## config.mk

```make
export PLATFORM = sky130hd
export DESIGN_NAME = parking_slot_controller
export DESIGN_NICKNAME = d
export VERILOG_FILES = /design/src/rtl/parking_pkg.sv /design/src/rtl/parking_free_slot_finder.sv /design/src/rtl/parking_slot_controller.sv
export SDC_FILE = /design/constraint.sdc
export NUM_CORES = 1
export LEC_CHECK = 0
export ABC_AREA = 1
export CAP_MARGIN = 15
export CORE_ASPECT_RATIO = 1.5
export CORE_MARGIN = 2
export CORE_UTILIZATION = 40
export CTS_CLUSTER_SIZE = 25
export DETAILED_ROUTE_END_ITERATION = 12
export GPL_ROUTABILITY_DRIVEN = 0
export PLACE_DENSITY_LB_ADDON = 0.3
export SKIP_LAST_GASP = 1
export SLEW_MARGIN = 40
export SYNTH_ARGS = -nofsm -noshare
export SYNTH_HDL_FRONTEND = slang
export SYNTH_SLANG_ARGS = --single-unit
export TNS_END_PERCENT = 20
```

## constraint.sdc

```tcl
create_clock -name clk -period 3.15 [get_ports clk]
set_clock_uncertainty 0.1 [all_clocks]
set_input_delay 0.4725 -clock clk [delete_from_list [all_inputs] [get_ports clk]]
set_output_delay 0.4725 -clock clk [all_outputs]
set_load 0.01 [all_outputs]
```

## src/rtl/parking_pkg.sv

```systemverilog
// Shared types and constants for the parking slot controller.
// Timer values are HHMM in BCD, one nibble per digit.
package parking_pkg;

    typedef enum logic [1:0] {
        ST_IDLE     = 2'd0,
        ST_ENTRY    = 2'd1,
        ST_EXIT     = 2'd2,
        ST_WAIT_REL = 2'd3
    } park_state_t;

    localparam int TIME_W_DEF      = 16;
    localparam int BCD_MM_ONES_LSB = 0;
    localparam int BCD_MM_TENS_LSB = 4;
    localparam int BCD_HH_ONES_LSB = 8;
    localparam int BCD_HH_TENS_LSB = 12;

endpackage

```

## src/rtl/parking_free_slot_finder.sv

```systemverilog
// Combinational lowest-index priority encoder over the free-bay mask.
module parking_free_slot_finder #(
    parameter int N     = 4,
    parameter int IDX_W = 2
) (
    input  logic [N-1:0]     free_mask,
    output logic             found,
    output logic [IDX_W-1:0] index
);

    always_comb begin
        found = |free_mask;
        index = '0;
        // Scan downwards so the lowest set bit is the last one written.
        for (int i = N - 1; i >= 0; i--) begin
            if (free_mask[i]) begin
                index = IDX_W'(i);
            end
        end
    end

endmodule

```

## src/rtl/parking_slot_controller.sv

```systemverilog
// Slot table and entry/exit gate arbiter for N parking bays.
// Grants the lowest free bay on entry, captures the bay timer on exit.
module parking_slot_controller
    import parking_pkg::*;
#(
    parameter int N_SLOTS = 4,
    parameter int SLOT_W  = 2,
    parameter int TIME_W  = TIME_W_DEF
) (
    input  logic                      clk,
    input  logic                      reset_n,
    input  logic                      entry_req,
    input  logic                      exit_req,
    input  logic [SLOT_W-1:0]         exit_slot,
    input  logic [N_SLOTS-1:0]        timer_hold,
    input  logic [N_SLOTS*TIME_W-1:0] timer_value,
    output logic [N_SLOTS-1:0]        parking_state,
    output logic                      entry_ack,
    output logic                      entry_deny,
    output logic [SLOT_W-1:0]         entry_slot,
    output logic                      exit_ack,
    output logic                      exit_err,
    output logic [TIME_W-1:0]         exit_time,
    output logic [SLOT_W:0]           occupied_count,
    output logic                      full
);

    park_state_t          r_fsm, w_fsm_next;
    logic                 r_svc_exit, w_svc_exit_next;
    logic [N_SLOTS-1:0]   r_parking_state, w_parking_state_next;
    logic [SLOT_W-1:0]    r_entry_slot;
    logic [TIME_W-1:0]    r_exit_time;
    logic [SLOT_W:0]      r_count, w_count_next;

    logic [N_SLOTS-1:0]   w_free;
    logic                 w_found;
    logic [SLOT_W-1:0]    w_free_idx;
    logic [N_SLOTS-1:0]   w_grant_onehot;
    logic [N_SLOTS-1:0]   w_exit_onehot;
    logic                 w_exit_occ;
    logic [TIME_W-1:0]    w_exit_time_sel;
    logic                 w_entry_ack, w_entry_deny, w_exit_ack, w_exit_err;

    // A bay still in its post-exit hold is not allocatable.
    for (genvar gi = 0; gi < N_SLOTS; gi++) begin : g_slot
        assign w_free[gi]         = ~r_parking_state[gi] & ~timer_hold[gi];
        assign w_grant_onehot[gi] = w_found & (w_free_idx == SLOT_W'(gi));
        assign w_exit_onehot[gi]  = (exit_slot == SLOT_W'(gi));
    end

    parking_free_slot_finder #(
        .N     (N_SLOTS),
        .IDX_W (SLOT_W)
    ) u_finder (
        .free_mask (w_free),
        .found     (w_found),
        .index     (w_free_idx)
    );

    // Out-of-range exit_slot matches no bay, so it reads as unoccupied.
    always_comb begin
        w_exit_time_sel = '0;
        for (int i = 0; i < N_SLOTS; i++) begin
            w_exit_time_sel = w_exit_time_sel
                | (timer_value[i*TIME_W +: TIME_W] & {TIME_W{w_exit_onehot[i]}});
        end
    end
    assign w_exit_occ = |(w_exit_onehot & r_parking_state);

    always_comb begin
        w_fsm_next           = r_fsm;
        w_svc_exit_next      = r_svc_exit;
        w_parking_state_next = r_parking_state;
        w_entry_ack          = 1'b0;
        w_entry_deny         = 1'b0;
        w_exit_ack           = 1'b0;
        w_exit_err           = 1'b0;
        case (r_fsm)
            ST_IDLE: begin
                if (exit_req) begin
                    w_fsm_next      = ST_EXIT;
                    w_svc_exit_next = 1'b1;
                end else if (entry_req) begin
                    w_fsm_next      = ST_ENTRY;
                    w_svc_exit_next = 1'b0;
                end
            end
            ST_ENTRY: begin
                w_fsm_next = ST_WAIT_REL;
                if (!entry_req) begin
                    w_fsm_next = ST_IDLE;
                end else if (w_found) begin
                    w_entry_ack          = 1'b1;
                    w_parking_state_next = r_parking_state | w_grant_onehot;
                end else begin
                    w_entry_deny = 1'b1;
                end
            end
            ST_EXIT: begin
                w_fsm_next = ST_WAIT_REL;
                if (!exit_req) begin
                    w_fsm_next = ST_IDLE;
                end else if (w_exit_occ) begin
                    w_exit_ack           = 1'b1;
                    w_parking_state_next = r_parking_state & ~w_exit_onehot;
                end else begin
                    w_exit_err = 1'b1;
                end
            end
            ST_WAIT_REL: begin
                if (!(r_svc_exit ? exit_req : entry_req)) begin
                    w_fsm_next = ST_IDLE;
                end
            end
            default: w_fsm_next = ST_IDLE;
        endcase
    end

    always_comb begin
        w_count_next = '0;
        for (int i = 0; i < N_SLOTS; i++) begin
            w_count_next = w_count_next + (SLOT_W+1)'(w_parking_state_next[i]);
        end
    end

    always_ff @(posedge clk or negedge reset_n) begin
        if (!reset_n) begin
            r_fsm           <= ST_IDLE;
            r_svc_exit      <= 1'b0;
            r_parking_state <= '0;
            r_entry_slot    <= '0;
            r_exit_time     <= '0;
            r_count         <= '0;
        end else begin
            r_fsm           <= w_fsm_next;
            r_svc_exit      <= w_svc_exit_next;
            r_parking_state <= w_parking_state_next;
            r_count         <= w_count_next;
            if (w_entry_ack) begin
                r_entry_slot <= w_free_idx;
            end
            if (w_exit_ack) begin
                r_exit_time <= w_exit_time_sel;
            end
        end
    end

    // Bypass the holding registers so slot/time are valid alongside the ack pulse.
    assign entry_slot     = w_entry_ack ? w_free_idx : r_entry_slot;
    assign exit_time      = w_exit_ack ? w_exit_time_sel : r_exit_time;
    assign entry_ack      = w_entry_ack;
    assign entry_deny     = w_entry_deny;
    assign exit_ack       = w_exit_ack;
    assign exit_err       = w_exit_err;
    assign parking_state  = r_parking_state;
    assign occupied_count = r_count;
    assign full           = ~w_found;

endmodule

```

==> results.py <==
metrics = {
    "cells_and_area": {
        "fin_util_pct": 65.46,
        "syn2layout_area_growth_pct": 58.78,
        "fin_nets": 464,
        "n_fill_cell": 420,
        "final_common_cell": "nand2_1",
        "antenna_cells": 0,
        "fin_area_um2": 3123,
        "drive_gt1_share_pct": 8.661,
        "final_cell_mix": "nand2_1, clkdlybuf4s50_1, nand3_1",
    },
    "power": {
        "switching_power_mw": 0.5371,
        "clockPowerShare_pct": 15.9,
        "pwr-share-seq_pct": 34.2,
        "swShare_pct": 37.19,
        "vdd_ir_drop_max_mv": 0.4354,
        "combinationalPowerShare_pct": 49.9,
        "p_leak_nw": 1.500,
        "p_per_area_nw_per_um2": 462.4,
        "internal_power_mw": 0.9071,
    },
    "routing": {
        "drcViolationCount": 0,
        "drt-total-wl_um": 6476,
        "vias": 2217,
        "m1WireLength_um": 2478,
        "first_pass_iters": 4,
        "wl_met2_um": 3397,
        "drtIter0Drc": 126,
        "wl_per_cell_um": 14.49,
        "wl_met3_um": 537,
        "viasPerCell": 4.960,
        "ant_nets": 0,
        "highest_layer": "met4",
    },
    "floorplan": {
        "core_um2": 4771,
        "dieHeight_um": 89.89,
        "rows": 31,
        "die_w_um": 61.26,
        "io_pins": 104,
        "initial_core_util_pct": 41.23,
        "fp.dieArea_um2": 5506,
    },
    "global_route": {
        "grt_pass1_wl_um": 9949,
        "grt_max_degree": 29,
        "antenna_found_initial": 0,
        "grt_usage_pct": 23.73,
        "first_global_vias": 2192,
        "grt_overflow": 0,
    },
    "place": {
        "port_buffers": 103,
        "hpwl_um": 5010,
        "place_area_um2": 3070,
    },
    "logic_synthesis": {
        "postSynthAreaPerCell_um2": 7.126,
        "syn_nets": 358,
        "synth-compound-area-share_pct": 3.626,
        "synth-simple-area-share_pct": 46.50,
        "netlist_area_um2": 1967,
        "synth_mux_area_share_pct": 0,
        "synth_xor_area_share_pct": 0,
        "yosysSeqAreaShare_pct": 35.62,
        "synth_cell_type_count": 25,
        "synth_top_family_by_area": "simple AND/OR/NAND/NOR gates",
        "yosys_warnings": 0,
        "synth-seq-cells": 28,
        "synthAdderAreaFrac_pct": 5.471,
        "synthCells": 276,
    },
    "setup_path": {
        "criticalPathCategory": "flip-flop to primary output",
        "worst-r2r-cell-count": 11,
        "worst-endpoint-arrival_ns": 2.35,
        "cp-start-kind": "flip-flop",
        "critPathMaxFanout": 16,
        "cp-end-kind": "primary output",
        "worstPathRequired_ns": 2.58,
    },
    "min_path": {
        "hold_depth": 2,
        "hold_class": "flip-flop to flip-flop",
    },
    "timing": {
        "rsz0062_at_grt": "false",
        "setup_violations": 0,
        "max_freq_mhz": 341.7,
        "fin_hold_ws_ns": 0.3870,
        "finalMaxSlewViolations": 0,
        "max-slew-margin-rel_pct": 70.30,
        "fin_tns_setup_ns": 0,
        "post-route-period-util_pct": 92.91,
        "finalHoldViolCount": 0,
        "worstMarginPinSlew_ns": 0.4438,
        "fin_crit_ns": 2.927,
    },
    "clock_network": {
        "numCtsBuffers": 3,
        "cts_tree": "yes",
        "clkLatencyLatePin_ns": 0.28,
        "htreeDepth": 1,
        "clockBufferDepth": 2,
        "path_clk_slew_ns": 0.10,
        "root_buffer": "clkbuf_8",
        "clock_sinks": 28,
    },
    "outcome": {
        "outcome": "complete, no violations",
    },
    "flow_run": {
        "cap_violations": 0,
    },
}
==> cells by family after synthesis <==
logic type	count (synthesis)
AOI/OAI and AO/OA	11
adders and majority gates	8
buffers and inverters	34
DFF	28
and+or+nand+nor	195
==> through the flow <==
stage | std cells | power, mW | setup slack, ns
after floorplan | 276 | 0.8745 | 0.7958
after global placement | 443 | 1.209 | 0.02145
after detailed placement | 443 | 1.228 | -0.02460
after CTS | 447 | 1.463 | 0.1987
after global routing | 447 | 1.564 | 0.01840
final | 447 | 1.444 | 0.2235
==> registers in the layout, summed over array words and instances (netlist names) <==
| signal | cells |
|---|---|
| r_exit_time | 16 |
| parking_state | 4 |
| occupied_count | 3 |
| r_entry_slot | 2 |
| r_fsm | 2 |
| r_svc_exit | 1 |
==> cells in the mapped netlist (all sizes together) <==
master,count,area share (%)
nand2,121,25
nand3,42,11
dfrtp,28,36
inv,24,4.6
nand4,17,5.4
nor2,12,3.9
buf,7,3.6
ha,7,4.5
o21ai,7,2.4
clkbuf,3,0.57
nor3,3,0.76
a21oi,2,0.51
fa,1,1.0
o211ai,1,0.38
o21bai,1,0.38
==> area by class of cell <==
class,count,area [um2],area share (%)
clock buffer,4,55.05,1.763
inverter,24,90.09,2.885
multi-input combinational,214,1094,35.02
sequential,28,700.7,22.44
tap,66,82.58,2.644
timing repair buffer,111,1101,35.26
==> worst max-delay path, stage by stage, from the launching register on <==
cell	delay, ns
dfrtp_1	0.40
inv_1	0.09
ha_1	0.25
nand2_1	0.21
inv_1	0.14
o21ai_4	0.20
nand2_1	0.09
nand2_1	0.12
clkdlybuf4s50_1	0.56
==> timing repair <==
action | CTS | global route
setup buffers | 0 | 0
setup endpoints to repair | 14 | 1
hold buffers | 0 | 0
pin swaps | 0 | 1
resized for setup | 2 | 0
==> routing by layer <==
metal,vias to the layer above,track usage (%)
met5,-,0
met4,0,5.978
met3,5,4.460
met2,89,43.79
met1,1021,26.25
li1,1102,-
==> final timing paths <==
kind / start / end / slack, ns
worst max register to register: r_fsm[1] / occupied_count[1] / 0.52
worst min-delay path: r_exit_time[2] / r_exit_time[2] / 0.39
worst max-delay path: r_fsm[0] / exit_time[6] / 0.22
worst min register to register: r_exit_time[2] / r_exit_time[2] / 0.39
max in group asynchronous: reset_n / r_entry_slot[0] / 2.19
min in group asynchronous: reset_n / r_exit_time[5] / 0.47
==> power by group through the flow <==
| stage | Sequential [mW] | Clock, mW | Combinational (mW) |
|---|---|---|---|
| floorplan | 0.496 | 0 | 0.379 |
| global placement | 0.500 | 0 | 0.709 |
| detailed placement | 0.501 | 0 | 0.728 |
| CTS | 0.494 | 0.238 | 0.731 |
| global route | 0.502 | 0.253 | 0.808 |
| finish | 0.493 | 0.230 | 0.721 |
(Power assumes the default switching activity.)
